### config.mk
export PLATFORM = sky130hd
export DESIGN_NAME = seq_divider
export DESIGN_NICKNAME = d
export VERILOG_FILES = /design/src/rtl/seq_divider.sv
export SDC_FILE = /design/constraint.sdc
export NUM_CORES = 1
export LEC_CHECK = 0
export ABC_AREA = 1
export CAP_MARGIN = 25
export CORE_ASPECT_RATIO = 0.7
export CORE_MARGIN = 8
export CORE_UTILIZATION = 59
export CTS_CLUSTER_SIZE = 8
export DETAILED_ROUTE_END_ITERATION = 16
export HOLD_SLACK_MARGIN = 0.03
export PLACE_DENSITY = 0.83
export SLEW_MARGIN = 20
export SYNTH_ARGS = -nofsm -noshare
export SYNTH_HDL_FRONTEND = slang
export SYNTH_SLANG_ARGS = --single-unit
### constraint.sdc
create_clock -name clk_i -period 3.99 [get_ports clk_i]
set_input_delay 0.798 -clock clk_i [delete_from_list [all_inputs] [get_ports clk_i]]
set_output_delay 0.798 -clock clk_i [all_outputs]
set_load 0.01 [all_outputs]
### src/rtl/seq_divider.sv
// rtl/seq_divider.sv - iterative radix-2 restoring divider for RV32M DIV/DIVU/REM/REMU
module seq_divider #(
    parameter int XLEN = 32
) (
    input  logic            clk_i,
    input  logic            rst_i,
    input  logic [2:0]      MDU_op_i,
    input  logic            start_i,
    input  logic [XLEN-1:0] numerator_i,
    input  logic [XLEN-1:0] denominator_i,
    output logic [XLEN-1:0] quotient_o,
    output logic [XLEN-1:0] remainder_o,
    output logic            done_o,
    output logic            busy_o
);

    localparam logic [1:0] S_IDLE = 2'd0;
    localparam logic [1:0] S_BUSY = 2'd1;
    localparam logic [1:0] S_DONE = 2'd2;
    localparam int CW = $clog2(XLEN);

    logic [1:0]      state;
    logic [CW-1:0]   counter;
    logic [XLEN-1:0] dvd;
    logic [XLEN-1:0] rem;
    logic [XLEN-1:0] dabs;
    logic            q_neg;
    logic            r_neg;

    logic            is_signed;
    logic            n_neg;
    logic            d_neg;
    logic [XLEN-1:0] n_abs;
    logic [XLEN-1:0] d_abs;
    logic            div_zero;
    logic            ovf;
    logic [XLEN:0]   shifted;
    logic            ge;
    logic [XLEN-1:0] trial;
    logic [XLEN-1:0] rem_nxt;
    logic [XLEN-1:0] q_nxt;
    logic            last;
    logic            unused_op;

    // Quotient and remainder are always both produced, so funct3[1] has no effect.
    assign unused_op = MDU_op_i[1];

    assign is_signed = ~MDU_op_i[0];
    assign n_neg     = is_signed & numerator_i[XLEN-1];
    assign d_neg     = is_signed & denominator_i[XLEN-1];
    assign n_abs     = n_neg ? -numerator_i : numerator_i;
    assign d_abs     = d_neg ? -denominator_i : denominator_i;
    assign div_zero  = (denominator_i == '0);
    assign ovf       = is_signed && (numerator_i == {1'b1, {(XLEN-1){1'b0}}})
                       && (denominator_i == '1);

    // The partial remainder stays below |D|, so the low XLEN bits of the subtraction suffice.
    assign shifted = {rem, dvd[XLEN-1]};
    assign ge      = (shifted >= {1'b0, dabs});
    assign trial   = shifted[XLEN-1:0] - dabs;
    assign rem_nxt = ge ? trial : shifted[XLEN-1:0];
    assign q_nxt   = {dvd[XLEN-2:0], ge};
    assign last    = (counter == CW'(XLEN-1));

    always_ff @(posedge clk_i) begin
        if (!rst_i) begin
            state       <= S_IDLE;
            counter     <= '0;
            dvd         <= '0;
            rem         <= '0;
            dabs        <= '0;
            q_neg       <= 1'b0;
            r_neg       <= 1'b0;
            quotient_o  <= '0;
            remainder_o <= '0;
        end else begin
            case (state)
                S_IDLE: begin
                    if (start_i && MDU_op_i[2]) begin
                        q_neg   <= n_neg ^ d_neg;
                        r_neg   <= n_neg;
                        dabs    <= d_abs;
                        dvd     <= n_abs;
                        rem     <= '0;
                        counter <= '0;
                        if (div_zero) begin
                            quotient_o  <= '1;
                            remainder_o <= numerator_i;
                            state       <= S_DONE;
                        end else if (ovf) begin
                            quotient_o  <= numerator_i;
                            remainder_o <= '0;
                            state       <= S_DONE;
                        end else begin
                            state <= S_BUSY;
                        end
                    end
                end
                S_BUSY: begin
                    if (!start_i) begin
                        state <= S_IDLE;
                    end else begin
                        rem     <= rem_nxt;
                        dvd     <= q_nxt;
                        counter <= counter + CW'(1);
                        if (last) begin
                            quotient_o  <= q_neg ? -q_nxt : q_nxt;
                            remainder_o <= r_neg ? -rem_nxt : rem_nxt;
                            state       <= S_DONE;
                        end
                    end
                end
                S_DONE: state <= S_IDLE;
                default: state <= S_IDLE;
            endcase
        end
    end

    assign busy_o = (state != S_IDLE);
    assign done_o = (state == S_DONE);

endmodule

# [Yosys cells after proc, flatten, opt, wreduce, memory -nomap -nowiden]
# Cells that the tools add are included.
[totals] output_inout_bits=66 elab_cells=73 register_bits=169 in_bits=70
[classes] eq_ne=10 reduce_logical=11 bitwise_logic=4 n_mux=32 n_lt_le_gt_ge=1 n_addsub=6
[op_table] cell="$mux W32" count=19
[op_table] cell="$pmux W32 S2" count=4
[op_table] cell="$neg A32 Y32" count=4
[op_table] cell="$eq A32 B32 Y1 const B" count=2
[op_table] cell="$ge A33 B32 Y1" count=1
[op_table] cell="$logic_not A32 Y1" count=1
[op_table] cell="$sub A32 B32 Y32" count=1
[op_table] cell="$mux W2" count=5
[op_table] cell="$mux W5" count=2
[op_table] cell="$pmux W5 S2" count=1
[op_table] cell="$ne A2 B2 Y1 const B" count=3
[op_table] cell="$ne A3 B3 Y1 const B" count=2
[op_table] cell="$add A5 B1 Y5 const B" count=1
[op_table] cell="$eq A5 B5 Y1 const B" count=1
[op_table] cell="$reduce_and A5 Y1" count=1
[op_table] cell="$pmux W2 S2" count=1
[op_table] cell="$reduce_and A2 Y1" count=2
[op_table] cell="$reduce_bool A2 Y1" count=2
[op_table] cell="$logic_and A1 B1 Y1" count=3
[op_table] cell="$reduce_and A3 Y1" count=1
[op_table] cell="$and A1 B1 Y1" count=2
[op_table] cell="$eq A2 B1 Y1 const B" count=1
[op_table] cell="$eq A2 B2 Y1 const B" count=1
[op_table] cell="$logic_not A2 Y1" count=1
[op_table] cell="other kinds (2)" count=2

# [Depth between registers and ports, before layout]
# Gate-level depths: netlist of the first run.
[logic_depth] word_depth=7 mapped_depth=30 mapped_depth_nobuf=29

# [Worst setup path after synthesis of the first run]
# OpenSTA, ideal clock, no wires.
[synth_path] path_kind="reg2reg" from="reg dabs[20]" to="reg quotient_o[26]" stages_incl_launch_ff=29 setup_slack_ps=470 n_path_buf=1 arrival_time_ps=3404 t_required_ps=3874 setup_ps=116 synth_period_minus_slack_ps=3520 path_cell_list="dfxtp_1 inv_1 ha_1 a21oi_1 nand2_1 nand2_1 nand2_1 nand2_2 nand3_4 nor2_8 nand2_8 inv_4 buf_6 ha_1 nand3_1 nor3_1 nand4_1 nor2_1 nand2_1 nor2_1 nand2_1 nand2_1 o21ai_0 a21oi_1 nor3_1 nor2_1 nand3_1 o211ai_1 inv_1"
[synth_via] elab_chain_cells=6
[synth_lines] element="start: declaration" line_no="26" source="logic [XLEN-1:0] dabs;"
[synth_lines] element="start signal: assignment" line_no="82" source="dabs <= d_abs;"
[synth_lines] element="$ge A33 B32 Y1" line_no="59" source="assign ge = (shifted >= {1'b0, dabs});"
[synth_lines] element="$neg A32 Y32" line_no="107" source="quotient_o <= q_neg ? -q_nxt : q_nxt;"
[synth_lines] element="$mux W32" line_no="107"
[synth_lines] element="$mux W32" line_no="106" source="if (last) begin"
[synth_lines] element="$mux W32" line_no="100" source="if (!start_i) begin"
[synth_lines] element="$pmux W32 S2" line_no="77" source="case (state)"
[synth_lines] element="end signal: assignment" line_no="91" source="quotient_o <= numerator_i;"
[synth_lines] element="end signal: assignment" line_no="107"
[synth_lines] element="end: declaration" line_no="11" source="output logic [XLEN-1:0] quotient_o,"
# No other way between the ends. The select of a mux whose other input is x is not followed.
# A chain may end at the register's enable or synchronous reset.

# [Worst setup path after layout of the first run]
[layout_path] from="reg dabs[14]" to="reg quotient_o[30]"
# Same word-level chain as after synthesis.

==> impl_metrics.ini, run 1 <==
[logic_synthesis]
syn_nets = 2257
mappedNetlistArea_sq_um = 13000
yosysSeqAreaShare_pct = 26.0
netlist_top_cells_area = dfxtp_1 26%, nand2_1 15%, a21oi_1 7.7%
yosys_warnings = 0
synth_ff_type = dfxtp_1
syn_avg_cell_area_sq_um = 6.06
yosys-top-cells-count = 534 x nand2_1, 267 x inv_1, 205 x nor2_1
yosysUniqueCellTypes = 60
synth.top_cell.area_share_pct = 26.0
synthArstFlopShare_pct = 0
netlist_instances = 2147
ys_ff_latch = 169
synth.most_common_cell = nand2_1
synth_edf_count = 0
synth_top_area_cell = dfxtp_1

[setup_path]
worstPathMaxFanout = 5
arrival_ns = 4.09
critical_path_class = reg2reg
cp-start-kind = flop
required_ns = 4.38
critPathCaptureType = flop

[timing]
clock.fmax_ghz = 0.270
rsz0062_at_grt = false
setup-violations-final = 0
period_share_pct = 92.7
fin_tns_setup_ns = 0
hold_ws_ns = 0.472
final-hold-violation-count = 0
maxSlewViolCount = 0
fin_crit_ns = 3.70
maxSlewHeadroom_pct = 44.4
finClkSkew_ns = 0.0116
worst_pin_slew_ns = 0.834

[clocking]
clk_pin_slew_ns = 0.07
clockRootBuffer = clkbuf_16
htreeDepth = 4
clk_latency_ns = 0.45
cts.sinks = 169
cts_tree = yes
clk_path_buf_depth = 2
numCtsBuffers = 17

[die]
core_sq_um = 21700
die-width_um = 193
ios = 136
die_h_um = 140
initial_core_util_pct = 60.0
num_rows = 45
dieArea_sq_um = 27100

[placed_design]
io_buffers = 134
dp_hpwl_mm = 37.4
dpl-instance-area_sq_um = 14800
gp_congestion = 1.04

[hold_path]
hold_class = reg2reg

[global_routing]
track_usage_pct = 34.7
antenna_found_initial = 0
globalRouteOverflowTotal = 0
grt_pass1_wl_mm = 76.0
grt_max_degree = 82
grt_pass1_vias = 14100

[routing]
vias = 15500
totalWireLength_mm = 49.2
drc_errors = 0
wl_per_cell_um = 19.2
drtIter0Drc = 2369
ant_nets = 0
drt_first_pass_iters = 6
via_per_inst = 6.05

[final_layout]
drive_above_1_share_pct = 10.1
fin_area_sq_um = 15700
syn_to_final_growth_pct = 20.5
nets = 2383

[run]
cap_violations = 0

[pwr]
fin_total_pwr_mw = 5.53
ir_drop_mv = 0.328
leakage_nw = 7.31
p_per_area_nw_per_um2 = 353

[outcome]
status = complete, no violations
[layout by cell type, fill, tap and decap left out, types with 12 or more instances in the layout]
cell,instances
a21oi_1,197
ha_1,21
buf_4,59
clkbuf_16,17
inv_2,15
o221ai_1,19
a31oi_1,18
o21ai_0,185
nand2_1,528
nand3_1,138
xor2_1,20
ha_4,15
inv_1,258
xnor2_1,13
nor2_1,200
or2_2,12
nor3_1,37
o211ai_1,14
clkdlybuf4s50_1,133
nand2_2,33
dfxtp_1,168
nor2_2,16
nand4_1,32
[critical path, cell delays in order (launching register included)]
cell and delay, ns:
dfxtp_1 0.32, inv_2 0.09, ha_2 0.31, a21oi_1 0.23, o21ai_1 0.11, inv_1 0.06, nand2_1 0.12, inv_1 0.10
nand2_2 0.09, nand3_4 0.10, nand2_8 0.07, inv_4 0.05, ha_1 0.16, nand3_2 0.13, nor3_4 0.20, nand4_1 0.12
buf_6 0.17, nor2_4 0.10, nand2_2 0.08, nor2_1 0.09, nand2_1 0.07, buf_4 0.14, o21ai_0 0.24, nand3_1 0.11
o211ai_1 0.11, o221ai_1 0.14, inv_1 0.10
[cell families after synthesis]
kind of cell / share of synthesized area (%)
AO/OA/AOI/OAI: 21.2
XOR/XNOR: 2.22
adder cells (fa/ha/maj): 3.91
buffers and inverters: 11.2
flip-flops: 26.0
multiplexers: 0.154
AND/OR/NAND/NOR: 35.3
[power breakdown]
group          internal, mW  switching (mW)
registers              1.78          0.0772
clock network         0.937           0.779
logic                 0.666            1.29
total                  3.38            2.15
[layout make-up]
cell class	instances	area, sq um
Multi-Input combinational cell	1611	8440
Sequential cell	169	3380
Clock inverter	15	164
Antenna cell	1	2.50
Clock buffer	17	425
Timing Repair Buffer	198	1870
Tap cell	282	353
Inverter	276	1040
Fill cell	1865	6000
[metrics by stage]
stage	worst slack [ns]	std cells	utilization, %
after floorplan	0.470	2147	-
after global placement	0.0748	2534	68.3
after detailed placement	-0.0361	2534	68.3
after CTS	0.115	2566	71.0
after global routing	0.00389	2568	72.3
final	0.291	2569	72.3
[per-layer routing]
layer | vias up | GRT usage [%] | wire, um
li1 | 7343 | - | -
met5 | - | 0 | 0
met3 | 129 | 13.9 | 7320
met2 | 996 | 49.1 | 19900
met4 | 0 | 10.1 | 1190
met1 | 7074 | 47.5 | 20900
[sequential cells by signal, indices dropped and copies added, names as in the netlist]
name	flops
r_neg	1
rem	32
remainder_o	32
dabs	32
q_neg	1
quotient_o	32
state	2
counter	5
dvd	32
[final timing paths]
| path | slack, ns | depth (start not counted) | startpoint | endpoint |
|---|---|---|---|---|
| worst max-delay path | 0.29 | 26 | dabs[14] | quotient_o[30] |
| worst min-delay path | 0.47 | 2 | rem[31] | rem[31] |
| worst max register to register | 0.29 | 26 | dabs[14] | quotient_o[30] |
| worst min register to register | 0.47 | 2 | rem[31] | rem[31] |
[repair_timing]
| action | CTS | global route |
|---|---|---|
| hold buffers | 0 | 0 |
| hold endpoints to repair | 0 | 0 |
| buffers inserted | 0 | 2 |
| endpoints found under the setup margin | 0 | 26 |
| gates resized for setup | 0 | 48 |
Power figures use the tool's default switching activity.
==> run 2, diff against run 1 <==
--- a/config.mk
+++ b/config.mk
@@ -18,3 +18,4 @@
 export SYNTH_ARGS = -nofsm -noshare
 export SYNTH_HDL_FRONTEND = slang
 export SYNTH_SLANG_ARGS = --single-unit
+export TNS_END_PERCENT = 10
==> constraint.sdc (replaced) <==
create_clock -name clk_i -period 3.99 [get_ports clk_i]
set_input_delay 0.399 -clock clk_i [delete_from_list [all_inputs] [get_ports clk_i]]
set_output_delay 0.399 -clock clk_i [all_outputs]
set_load 0.01 [all_outputs]
==> run 2 against run 1 <==
Global-route usage fell by 0.51 points; final cell count decreased by 0.90%; first-iteration DRC count shrank 11%; combinational power hardly changed; core utilization is 0.49 points lower; final area decreased by 0.68%; via count is 0.71% lower.
==> impl_metrics.ini, run 2 (synthesis gave the netlist of run 1 again) <==
[routing]
drtIter0Drc = 2114
ant_nets = 0
drc_errors = 0
vias = 15400
totalWireLength_mm = 48.4
via_per_inst = 6.06
drt_first_pass_iters = 6
wl_per_cell_um = 19.0

[timing]
fin_crit_ns = 3.77
hold_ws_ns = 0.465
rsz0062_at_grt = true
period_share_pct = 94.5
setup-violations-final = 0
maxSlewHeadroom_pct = 33.5
maxSlewViolCount = 0
worst_pin_slew_ns = 0.997
setup_ws_ns = 0.219
finClkSkew_ns = 0.0111
final-hold-violation-count = 0
clock.fmax_ghz = 0.265

[placed_design]
dp_hpwl_mm = 36.1
gp_congestion = 0.976
dpl-instance-area_sq_um = 14600
io_buffers = 134
pre_cts_ws_ns = 0.144
placed_cells = 2510

[clocking]
clk_latency_ns = 0.45
numCtsBuffers = 17
cts_tree = yes
clk_path_buf_depth = 2
clk_pin_slew_ns = 0.07
hold_buffers = 0
htreeDepth = 4
clockRootBuffer = clkbuf_16
cts.sinks = 169

[setup_path]
arrival_ns = 4.12
cpPeakStageDelay_ns = 0.32
worstPathMaxFanout = 4
required_ns = 4.33
setup.worst_path.start = dabs[8]
slowest_stage = dfxtp_1
critical_path_class = reg2reg
critPathCaptureType = flop
r2r-start = dabs[8]
r2r-end = quotient_o[26]
crit_end = quotient_o[26]
path_common_cell = nand2_2
ff2ff_path_depth = 27
r2r_slack_ns = 0.22
cp-start-kind = flop

[final_layout]
fin_area_sq_um = 15600
syn_to_final_growth_pct = 19.7
antennaDiodeCount = 0
nets = 2361
layout_common_cells = 521 x nand2_1, 259 x inv_1, 200 x nor2_1
fillers = 1897
final_cells = 2546
drive_above_1_share_pct = 10.1
layout.cells.most_common = nand2_1

[die]
die-width_um = 193
num_rows = 45
dieArea_sq_um = 27100
die_h_um = 140
ios = 136
core_sq_um = 21700
initial_core_util_pct = 60.0

[pwr]
p_per_area_nw_per_um2 = 354
ir_drop_mv = 0.352
leakage_nw = 7.18

[global_routing]
track_usage_pct = 34.1
antenna_found_initial = 0
grt_pass1_vias = 13800
grt_pass1_wl_mm = 74.9
grt_max_degree = 69
globalRouteOverflowTotal = 0

[outcome]
status = complete, no violations

[hold_path]
holdPathStages = 2
hold_class = reg2reg

[run]
cap_violations = 0
-- run 2: cell count changes in the layout (fill, tap and decap cells not counted), moves of 3 or more --
cell and delta:
ha_1 -9, buf_4 -19, inv_6 -4, buf_12 -3
dfxtp_2 +4, nand2_1 -7, nand2_2 +7, ha_2 +4
ha_4 +5, dfxtp_1 -4, clkbuf_8 +5
-- run 2: metrics by stage --
| stage | TNS [ns] | util (%) | power, mW |
|---|---|---|---|
| after global placement | 0 | 67.3 | 3.66 |
| after detailed placement | 0 | 67.3 | 3.69 |
| after CTS | 0 | 70.0 | 5.36 |
| after global routing | -0.0383 | 71.8 | 5.75 |
| after floorplan | 0 | - | 3.10 |
| final | 0 | 71.8 | 5.52 |
-- run 2: cell type report --
class | count | area (sq um) | area share, %
sequential | 169 | 3390 | 21.8
clock buffer | 23 | 498 | 3.20
clock inverter | 9 | 88.8 | 0.571
timing repair buffer | 176 | 1670 | 10.7
inverter | 276 | 1040 | 6.67
multi-input combinational | 1611 | 8530 | 54.8
tap | 282 | 353 | 2.27
-- run 2: worst min path at each step --
| stage | start | to | slack [ns] |
|---|---|---|---|
| 2_1_floorplan | counter[3] | counter[3] | 0.44 |
| 3_3_place_gp | r_neg | r_neg | 0.45 |
| 3_5_place_dp | r_neg | r_neg | 0.46 |
| 4_1_cts | r_neg | r_neg | 0.47 |
| 5_1_grt | counter[3] | counter[3] | 0.50 |
| 6_report | rem[31] | rem[31] | 0.47 |
-- run 2: routing by layer --
metal	vias to the layer above	share of wire, %	global-route usage, %	wire (um)
met5	-	0	0	0
li1	7299	-	-	-
met2	1005	40	47.8	19500
met4	0	1.8	7.96	853
met3	85	15	10.6	7120
met1	7043	43	49.8	21000
-- run 2: timing repair --
item / in CTS / in global routing
gates resized for setup: 0 / 69
endpoints found under the setup margin: 0 / 29
setup buffers: 0 / 4
-- run 2: critical path: cells and delay by family, from the launching register on --
kind | cells | cell delay [ns]
fa+ha+maj | 2 | 0.50
compound gates | 4 | 0.47
buf+inv | 3 | 0.22
simple gates | 18 | 2.15
flops | 1 | 0.32
-- run 2: where the power goes --
group	internal [mW]	switching, mW	total, mW	leakage (nW)
Combinational	0.656	1.30	1.95	5.51
Clock	0.946	0.758	1.70	0.287
Sequential	1.78	0.0768	1.86	1.38
==> run 3, diff against run 2 <==
--- a/config.mk
+++ b/config.mk
@@ -9,11 +9,11 @@
 export CAP_MARGIN = 25
 export CORE_ASPECT_RATIO = 0.7
 export CORE_MARGIN = 8
-export CORE_UTILIZATION = 59
+export CORE_UTILIZATION = 50
 export CTS_CLUSTER_SIZE = 8
 export DETAILED_ROUTE_END_ITERATION = 16
 export HOLD_SLACK_MARGIN = 0.03
-export PLACE_DENSITY = 0.83
+export PLACE_DENSITY = 0.72
 export SLEW_MARGIN = 20
 export SYNTH_ARGS = -nofsm -noshare
 export SYNTH_HDL_FRONTEND = slang
==> run 3 against run 2 <==
Sequential share of layout area shrank 0.21 points; count of clock-buffer cells in the layout shrank 4; maximum frequency shrank 1.6%; first-iteration DRC count shrank 17%; critical endpoint unchanged; largest power group unchanged.
==> impl_metrics.ini, run 3 (synthesis gave the netlist of run 1 again) <==
[global_routing]
globalRouteOverflowTotal = 0
track_usage_pct = 29.9
grt_pass1_wl_mm = 74.5
grt_pass1_vias = 13400
grt_max_degree = 112
antenna_found_initial = 0

[final_layout]
ff_latch_area_sq_um = 3390
layout.cells.most_common = nand2_1
drive_above_1_share_pct = 10.0
multi_input_area_sq_um = 8540
antennaDiodeCount = 0
syn_to_final_growth_pct = 21.0
final_cells = 2600
fillers = 2451
layout_common_cells = 530 x nand2_1, 258 x inv_1, 202 x nor2_1
nets = 2366
fin_area_sq_um = 15700

[timing]
final-hold-violation-count = 0
maxSlewHeadroom_pct = 51.7
fin_crit_ns = 3.83
rsz0062_at_grt = true
finClkSkew_ns = 0.0139
clock.fmax_ghz = 0.261
fin_tns_setup_ns = 0
period_share_pct = 96.1
setup_ws_ns = 0.156
maxSlewViolCount = 0
setup-violations-final = 0
worst_pin_slew_ns = 0.724

[setup_path]
worstPathMaxFanout = 4
required_ns = 4.34
critical_path_class = reg2reg
critPathCaptureType = flop
cp-start-kind = flop
cpPeakStageDelay_ns = 0.46
arrival_ns = 4.19
slowest_stage = dfxtp_1
path_common_cell = nand2_1

[clocking]
numCtsBuffers = 17
clk_latency_ns = 0.46
hold_buffers = 0
htreeDepth = 4
clk_path_buf_depth = 2
clockRootBuffer = clkbuf_16
cts_tree = yes
clk_pin_slew_ns = 0.07
cts.sinks = 169

[placed_design]
io_buffers = 134
dpl-instance-area_sq_um = 14700
placed_cells = 2563
dp_hpwl_mm = 37.5
gp_congestion = 0.981
pre_cts_ws_ns = 0.0916

[hold_path]
hold_class = reg2reg

[routing]
drt_first_pass_iters = 6
dr_wl_met2_mm = 19.7
via_per_inst = 5.80
met3_length_mm = 6.20
maxUsedRoutingLayer = met4
vias = 15100
drc_errors = 0
totalWireLength_mm = 49.3
ant_nets = 0
wl_per_cell_um = 19.0
m1WireLength_mm = 22.7
drtIter0Drc = 1756

[die]
num_rows = 49
dieArea_sq_um = 31500
die-width_um = 209
core_sq_um = 25600
initial_core_util_pct = 50.7
die_h_um = 151
ios = 136

[run]
cap_violations = 0

[outcome]
status = complete, no violations

[pwr]
p_per_area_nw_per_um2 = 356
ir_drop_mv = 0.315
leakage_nw = 7.23
## run 3: cell types whose count changed in the layout (fill, tap and decap cells not counted), moves of 3 or more
cell and change:
buf_4 +3, nand2_2 -9, dfxtp_2 +3, nand2_1 +9, inv_6 +3, dfxtp_1 -3, ha_4 +4
## run 3: layer usage
layer  vias up  track usage [%]
li1       7303                -
met1      6932             44.4
met2       792             41.7
met3        65             8.52
met4         0             6.78
met5         -                0
## run 3: final timing paths
path	from	endpoint	slack (ns)	cells after the start
hold / removal	rem[31]	rem[31]	0.47	2
setup / recovery	rem[3]	quotient_o[26]	0.16	28
hold reg to reg	rem[31]	rem[31]	0.47	2
setup reg to reg	rem[3]	quotient_o[26]	0.16	28
## run 3: critical path: cells and delay by family (launching register included)
| kind | cells | cell delay, ns |
|---|---|---|
| and+or+nand+nor | 20 | 2.30 |
| adders and majority gates | 2 | 0.41 |
| AOI/OAI and AO/OA | 3 | 0.36 |
| DFF | 1 | 0.46 |
| buffers and inverters | 3 | 0.19 |
## run 3: final cells by class
type                            instances  share of cell area (%)
Clock buffer                           19                    2.88
Clock inverter                         13                    1.06
Inverter                              276                    6.60
Multi-Input combinational cell       1611                    54.2
Sequential cell                       169                    21.6
Tap cell                              331                    2.63
Timing Repair Buffer                  181                    11.1
## run 3: per-stage QoR
stage               utilization (%)  power [mW]  hold slack, ns
global placement               57.4        3.69           0.450
finish                         61.4        5.61           0.465
detailed placement             57.4        3.72           0.457
global route                   61.4        5.88           0.482
CTS                            59.8        5.50           0.466
floorplan                         -        3.10           0.436
## run 3: timing repair
action                                  4_1_cts  5_1_grt
setup buffers                                 0        4
endpoints found under the setup margin        0       22
resized for setup                             0       64
## run 3: power breakdown
part | switching, mW | leakage, nW | internal (mW) | total (mW)
combinational | 1.29 | 5.55 | 0.661 | 1.95
sequential | 0.0776 | 1.38 | 1.78 | 1.86
clock | 0.767 | 0.302 | 1.03 | 1.79
